==> src/rtl/maxnet_winner_select.sv <==
// -----------------------------------------------------------------------------
// maxnet_winner_select
//
// Winner-selection back end for the 4-lane MaxNet datapath. Every cycle it
// classifies the four activation words as zero / non-zero. It flags `done`
// when exactly one lane survives. It encodes the surviving lane to a 2-bit
// index and returns that lane's initial input value on `max`. All outputs
// are registered with one cycle of latency. There is no enable and no hold,
// so the outputs keep tracking the inputs.
//
// Build option:
//   MAXNET_NEG_ZERO_EN  defined   : -0 (32'h80000000) counts as zero
//                                   (the sign bit is ignored).
//                       undefined : only 32'h00000000 counts as zero, so
//                                   -0 is a surviving lane.
//
// Ports:
//   clk        in   1   rising-edge clock
//   rst        in   1   synchronous active-high reset
//   a1..a4     in  32   current activations (IEEE 754 single), lane 1 = a1
//   x1..x4     in  32   initial input values of lanes 1..4
//   zero       out  4   registered zero flags {z1,z2,z3,z4} (bit 3 = lane 1)
//   sig        out  2   registered winner index (0..3 = lanes 1..4)
//   done       out  1   registered, 1 when exactly three lanes are zero
//   max        out 32   registered x value of the lane selected by sig
// -----------------------------------------------------------------------------
module maxnet_winner_select (
   input  logic        clk,
   input  logic        rst,
   input  logic [31:0] a1,
   input  logic [31:0] a2,
   input  logic [31:0] a3,
   input  logic [31:0] a4,
   input  logic [31:0] x1,
   input  logic [31:0] x2,
   input  logic [31:0] x3,
   input  logic [31:0] x4,
   output logic [3:0]  zero,
   output logic [1:0]  sig,
   output logic        done,
   output logic [31:0] max
);

   // Bits that take part in the zero comparison. Masking the sign bit makes
   // +0 and -0 compare equal.
`ifdef MAXNET_NEG_ZERO_EN
   localparam logic [31:0] ZERO_MASK = 32'h7FFF_FFFF;
`else
   localparam logic [31:0] ZERO_MASK = 32'hFFFF_FFFF;
`endif

   logic [3:0]  zero_d, zero_q;
   logic [1:0]  sig_d,  sig_q;
   logic        done_d, done_q;
   logic [31:0] max_d,  max_q;
   logic [2:0]  zero_cnt;

   always_comb begin
      // NOTE: every signal gets a default at the top of the block, so no
      // path can leave it unassigned and infer a latch.
      zero_d   = 4'b0000;
      zero_cnt = 3'd0;
      sig_d    = 2'd0;
      done_d   = 1'b0;
      max_d    = 32'h0;

      zero_d[3] = ((a1 & ZERO_MASK) == 32'h0);
      zero_d[2] = ((a2 & ZERO_MASK) == 32'h0);
      zero_d[1] = ((a3 & ZERO_MASK) == 32'h0);
      zero_d[0] = ((a4 & ZERO_MASK) == 32'h0);

      zero_cnt = {2'b00, zero_d[3]} + {2'b00, zero_d[2]}
               + {2'b00, zero_d[1]} + {2'b00, zero_d[0]};
      done_d   = (zero_cnt == 3'd3);

      // Lowest-numbered non-zero lane wins. This covers the single-survivor
      // patterns and the multi-survivor patterns alike. All-zero falls
      // through to lane 1.
      if (!zero_d[3])      sig_d = 2'd0;
      else if (!zero_d[2]) sig_d = 2'd1;
      else if (!zero_d[1]) sig_d = 2'd2;
      else if (!zero_d[0]) sig_d = 2'd3;
      else                 sig_d = 2'd0;

      unique case (sig_d)
         2'd0: max_d = x1;
         2'd1: max_d = x2;
         2'd2: max_d = x3;
         2'd3: max_d = x4;
         default: max_d = x1;
      endcase
   end

   always_ff @(posedge clk) begin
      // NOTE: state registers use non-blocking assignments. All flops then
      // sample the pre-edge values, with no dependence on statement order.
      if (rst) begin
         // NOTE: only these few output flops exist. All of them are cleared
         // on reset, so nothing downstream ever sees stale data.
         zero_q <= 4'b0000;
         sig_q  <= 2'd0;
         done_q <= 1'b0;
         max_q  <= 32'h0;
      end else begin
         zero_q <= zero_d;
         sig_q  <= sig_d;
         done_q <= done_d;
         max_q  <= max_d;
      end
   end

   assign zero = zero_q;
   assign sig  = sig_q;
   assign done = done_q;
   assign max  = max_q;

endmodule

==> config.mk <==
export PLATFORM = sky130hd
export DESIGN_NAME = maxnet_winner_select
export DESIGN_NICKNAME = d
export VERILOG_FILES = /design/src/rtl/maxnet_winner_select.sv
export SDC_FILE = /design/constraint.sdc
export NUM_CORES = 1
export LEC_CHECK = 0
export CORE_AREA = 2 2 115 117
export DETAILED_ROUTE_END_ITERATION = 6
export DIE_AREA = 0 0 117 119
export PLACE_DENSITY = 0.69
export SLEW_MARGIN = 25
export SYNTH_ARGS = -nofsm -noshare
export SYNTH_HDL_FRONTEND = slang
export SYNTH_SLANG_ARGS = --single-unit
==> constraint.sdc <==
create_clock -name clk -period 1.9 [get_ports clk]
set_input_delay 0.19 -clock clk [delete_from_list [all_inputs] [get_ports clk]]
set_output_delay 0.19 -clock clk [all_outputs]
set_load 0.01 [all_outputs]
==> flow_summary.toml, run 1 <==
[status]
outcome = "finished with violations"
violations = "setup timing"

[layout]
final_layout_size_suffix_gt1_share_pct = 26.0
nets = 833
num_antenna_cells = 0
synthToLayoutAreaGrowth_pct = 155
final_cells = 748
n_fill_cell = 1261
fin_util_pct = 47.0
final_common_cell = "clkdlybuf4s50_1"
layout_common_cells = "clkdlybuf4s50_1, dlygate4sd2_1, dfxtp_1"

[synthesis]
synth_edf_count = 0
synthArstFlopShare_pct = 0
synth_flop_cell = "dfxtp_1"
postSynthCellCount = 258
synth_fp_nets = 520
syn_avg_cell_area_um2 = 9.19
ys_types = 30
ys_seq_area_share_pct = 32.9
synth_seq_cells = 39
synthesis.area_um2 = 2370
synth-warning-count = 0

[detailed_routing]
vias = 3523
wirelength_um = 13500
ant_nets = 0
routedWlPerCell_um = 18.0
drc = 0
drt_first_iter_violations = 129
dr.pass1.iters = 4
vias_per_cell = 4.71

[worst_setup_path]
crit_top_cell = "buf_4"
cp.required_ns = 2.07
crit_fanout = 15
crit_slowest_cell = "a221o_2"
cp_cell_sequence = "clkdlybuf4s15_1 -> nor4_2 -> nand4_1 -> buf_4 -> buf_4 -> o211a_4 -> buf_4 -> nand2_1 -> a21oi_4 -> a221o_2"
path_class = "input port to flip-flop"
crit_family = "buffers and inverters"
start_kind = "input port"
cp.arrival_ns = 2.11
path_buf_inv = 4
worstSetupEndpointType = "flip-flop"
crit_path_max_incr_delay_ns = 0.31

[pwr]
power.leakage_nw = 2.18
power_mw = 2.56
powerDensity_nw_per_um2 = 422
ir_drop_uv = 345

[clock_tree]
clockRootBuffer = "clkbuf_16"
clk_path_buf_depth = 2
clock-sinks = 39
cts_buffers = 5
clk_pin_slew_ns = 0.07
cts_tree = "built"
cts_max_level = 2

[place]
place_congestion = 0.848
place_ws_ns = -0.795
dp.cells = 735
hpwlAfterDp_um = 10600
numPortBuffers = 296

[global_routing]
grt_pass1_wl_um = 19400
grt_pass1_vias = 3764
grtUsageTotal_pct = 18.3
grt_overflow_total = 0
antenna_found_initial = 0
grt_max_degree = 21

[sta]
setup_viol_count_final = 11
fin_crit_sh_pct = 103
rsz0062_at_grt = "yes"
fin_crit_ns = 1.95
slew_viol_final = 0
relSlewSlack_pct = 80.2
finalWorstSetupSlack_ns = -0.0478
hold_viol_final = 0
tns_ns = -0.168
worst_pin_slew_ns = 0.296
fmax_ghz = 0.513

[floorplan]
die_h_um = 119
die_w_um = 117
start_util_pct = 18.4
dieArea_um2 = 13900
fp.coreArea_um2 = 12900
row_count = 42
boundaryPins = 297

[job]
maxCapViolCount = 0

[hold_path]
min_path_type = "input port to flip-flop"
-- registers in the layout (all words and copies together), names as in the netlist --
name and count:
max 32, zero 4, sig 2, done 1
-- tightest hold or removal path: stages --
cell and delay [ns]:
buf_6 0.08, nor4_4 0.03, nand4_1 0.17, nor3_1 0.08
-- path summary, 6_finish.rpt --
| kind | start | to | slack (ns) | depth (start not counted) |
|---|---|---|---|---|
| worst max-delay path | a4[1] | max[25]$_SDFF_PP0_ | -0.05 | 10 |
| worst min-delay path | a3[30] | zero[1]$_SDFF_PP0_ | 0.31 | 4 |
-- layer usage --
metal	GRT usage [%]	share of wire, %
met1	18.5	36
met2	34.9	51
met3	4.94	9.7
met4	6.91	3.7
met5	0	0
-- repair_timing --
action,4_1_cts,5_1_grt
gates resized for setup,248,20
pin swaps,46,13
setup endpoints to repair,34,32
cloned,2,1
hold buffers,0,0
buffers inserted,3,1
-- cells by family (layout without fill, tap and decap cells) --
kind of cell	count (synthesis)	count (layout)	synth area share, %
AOI/OAI and AO/OA	71	71	28.7
adders and majority gates	4	4	2.11
buffers and inverters	22	336	9.23
and+or+nand+nor	122	122	27.1
DFF	39	39	32.9
-- stage by stage --
stage,hold WS [ns],instance area [um2]
2_1_floorplan,0.266,2470
3_3_place_gp,0.797,5760
3_5_place_dp,0.804,5760
4_1_cts,0.287,6010
5_1_grt,0.306,6050
6_report,0.307,6050
-- power by group --
group	leakage (nW)	internal [mW]	total, mW	switching [mW]
Sequential	0.323	0.854	0.863	0.00942
Combinational	1.77	0.491	0.682	0.191
Clock	0.0868	0.654	1.01	0.357
-- synth_stat cells (2+ instances only) --
cell type	count	area, um2
nand3_1	32	160
nor3_1	4	20.0
nand4_1	8	50.1
dlymetal6s2s_1	2	25.0
and4_1	2	17.5
a21oi_1	4	20.0
a221o_2	11	124
inv_1	2	7.51
buf_6	10	113
ha_1	4	50.1
buf_2	2	10.0
clkbuf_8	3	41.3
nor2_1	5	18.8
buf_4	3	22.5
a221o_1	20	200
nor4_1	32	200
a21oi_2	30	263
nand2_1	34	128
dfxtp_1	39	781
-- final cells by class --
class	instances	area [um2]	share of cell area (%)
clock buffer	6	139	2.29
multi-input combinational	197	1700	28.1
sequential	39	781	12.9
timing repair buffer	326	3170	52.4
tap	176	220	3.64
inverter	2	7.51	0.124
clock inverter	2	35.0	0.579
Power figures use the tool's default switching activity.
==> run 2: changes to the inputs <==
- CTS_CLUSTER_SIZE: unset -> 24
==> results of run 2 <==
The final DEF is identical to that of run 1; final timing and power are the same.
==> run 3: changes to the inputs <==
- SETUP_SLACK_MARGIN: unset -> 0.2
==> run 3 against run 2 <==
- combinational power grew 0.6%
- clock power shrank 17%
- non-clock buffer count grew 31
- the run still ends with setup timing left
- cell count grew 4.1%
==> flow_summary.toml, run 3 (synthesized netlist as in run 1, its figures left out) <==
[pwr]
powerDensity_nw_per_um2 = 374
comb_power_share_pct = 28.7
power.switching_mw = 0.560
power_mw = 2.39
ir_drop_uv = 294
p_int_mw = 1.83
power.share.clock_pct = 35.2
power.leakage_nw = 2.35
switching_share_pct = 23.4
pwr-share-seq_pct = 36.1

[sta]
slew_viol_final = 0
relSlewSlack_pct = 80.8
fin_crit_sh_pct = 103
hold_viol_final = 0
fin_crit_ns = 1.96
finalWorstSetupSlack_ns = -0.0645
hold_ws_ns = 0.286
rsz0062_at_grt = "yes"
setup_viol_count_final = 32
worst_pin_slew_ns = 0.288
fmax_ghz = 0.509

[floorplan]
dieArea_um2 = 13900
fp.coreArea_um2 = 12900
start_util_pct = 18.4
die_h_um = 119
row_count = 42
die_w_um = 117
boundaryPins = 297

[place]
hpwlAfterDp_um = 10600
numPortBuffers = 296
place_congestion = 0.861

[clock_tree]
clock-sinks = 39
clockRootBuffer = "clkbuf_16"
cts_tree = "built"
cts_buffers = 5
cts_max_level = 2
clk_path_buf_depth = 2
clk_pin_slew_ns = 0.06

[status]
outcome = "finished with violations"
violations = "setup timing"

[global_routing]
antenna_found_initial = 0
grt_max_degree = 19
grt_overflow_total = 0
grt_pass1_wl_um = 20200
grtUsageTotal_pct = 19.2
grt_pass1_vias = 3977

[detailed_routing]
dr.pass1.iters = 4
drt_first_iter_violations = 114
wirelength_um = 14200
routedWlPerCell_um = 18.2
vias_per_cell = 4.61
drc = 0
vias = 3595
ant_nets = 0

[worst_setup_path]
path_class = "input port to flip-flop"
start_kind = "input port"
worstSetupEndpointType = "flip-flop"
cp.arrival_ns = 2.13
crit_fanout = 10
cp.required_ns = 2.07

[layout]
final_common_cell = "clkdlybuf4s50_1"
largest_reg_flops = 32
nets = 864
num_antenna_cells = 0
layout_common_cells = "clkdlybuf4s50_1, dlygate4sd2_1, dfxtp_1"
synthToLayoutAreaGrowth_pct = 170
final_layout_size_suffix_gt1_share_pct = 34.8
fin_util_pct = 49.7

[hold_path]
min_path_type = "input port to flip-flop"

[job]
maxCapViolCount = 0
[run 3: final timing paths]
| check | cells after the start | slack, ns | start | to |
|---|---|---|---|---|
| worst min-delay path | 4 | 0.29 | a3[25] | zero[1]$_SDFF_PP0_ |
| worst max-delay path | 12 | -0.06 | a3[8] | max[26]$_SDFF_PP0_ |
[run 3: metal layers]
metal	track usage, %	share of wire [%]	up-vias
met2	37.2	54	189
met3	4.12	7.4	19
met1	20.1	37	1674
met5	0	0	-
met4	5.59	1.9	0
li1	-	-	1713
[run 3: what timing repair did]
item                       in CTS  in global routing
cloned                          5                  0
pin swaps                      56                 19
resized for setup             358                 21
hold buffers                    0                  0
setup endpoints to repair      35                 34
buffers inserted               28                  2
[run 3: area by class of cell]
type / count / area (um2)
Timing Repair Buffer: 357 / 3470
Multi-Input combinational cell: 197 / 1770
Tap cell: 176 / 220
Fill cell: 1216 / 6480
Clock buffer: 6 / 129
Sequential cell: 39 / 781
Inverter: 2 / 7.51
Clock inverter: 2 / 12.5
[run 3: power by group through the flow]
| stage | combinational [mW] | clock (mW) | sequential, mW |
|---|---|---|---|
| after CTS | 0.687 | 0.873 | 0.864 |
| after floorplan | 0.0696 | 0 | 0.900 |
| after detailed placement | 0.737 | 0 | 0.882 |
| final | 0.686 | 0.842 | 0.863 |
| after global placement | 0.727 | 0 | 0.881 |
| after global routing | 0.725 | 0.899 | 0.866 |
[run 3: critical path: stages]
cell and delay (ns):
buf_6 0.10, nor4_4 0.26, buf_4 0.15, nand4_1 0.20
nor2_4 0.21, ha_4 0.17, or3_4 0.12, or2_4 0.14
buf_6 0.12, buf_12 0.14, a21oi_2 0.04, a221o_2 0.29
[run 3: stage by stage]
step                      area (um2)  worst slack, ns  setup TNS (ns)  cells
after global placement          5720           -0.665          -19.71    736
after detailed placement        5720           -0.713          -22.51    736
after global routing            6390           -0.152           -3.67    779
after CTS                       6330           0.0113               0    777
final                           6390          -0.0645           -1.04    779
after floorplan                 2470           -0.109           -2.52    258
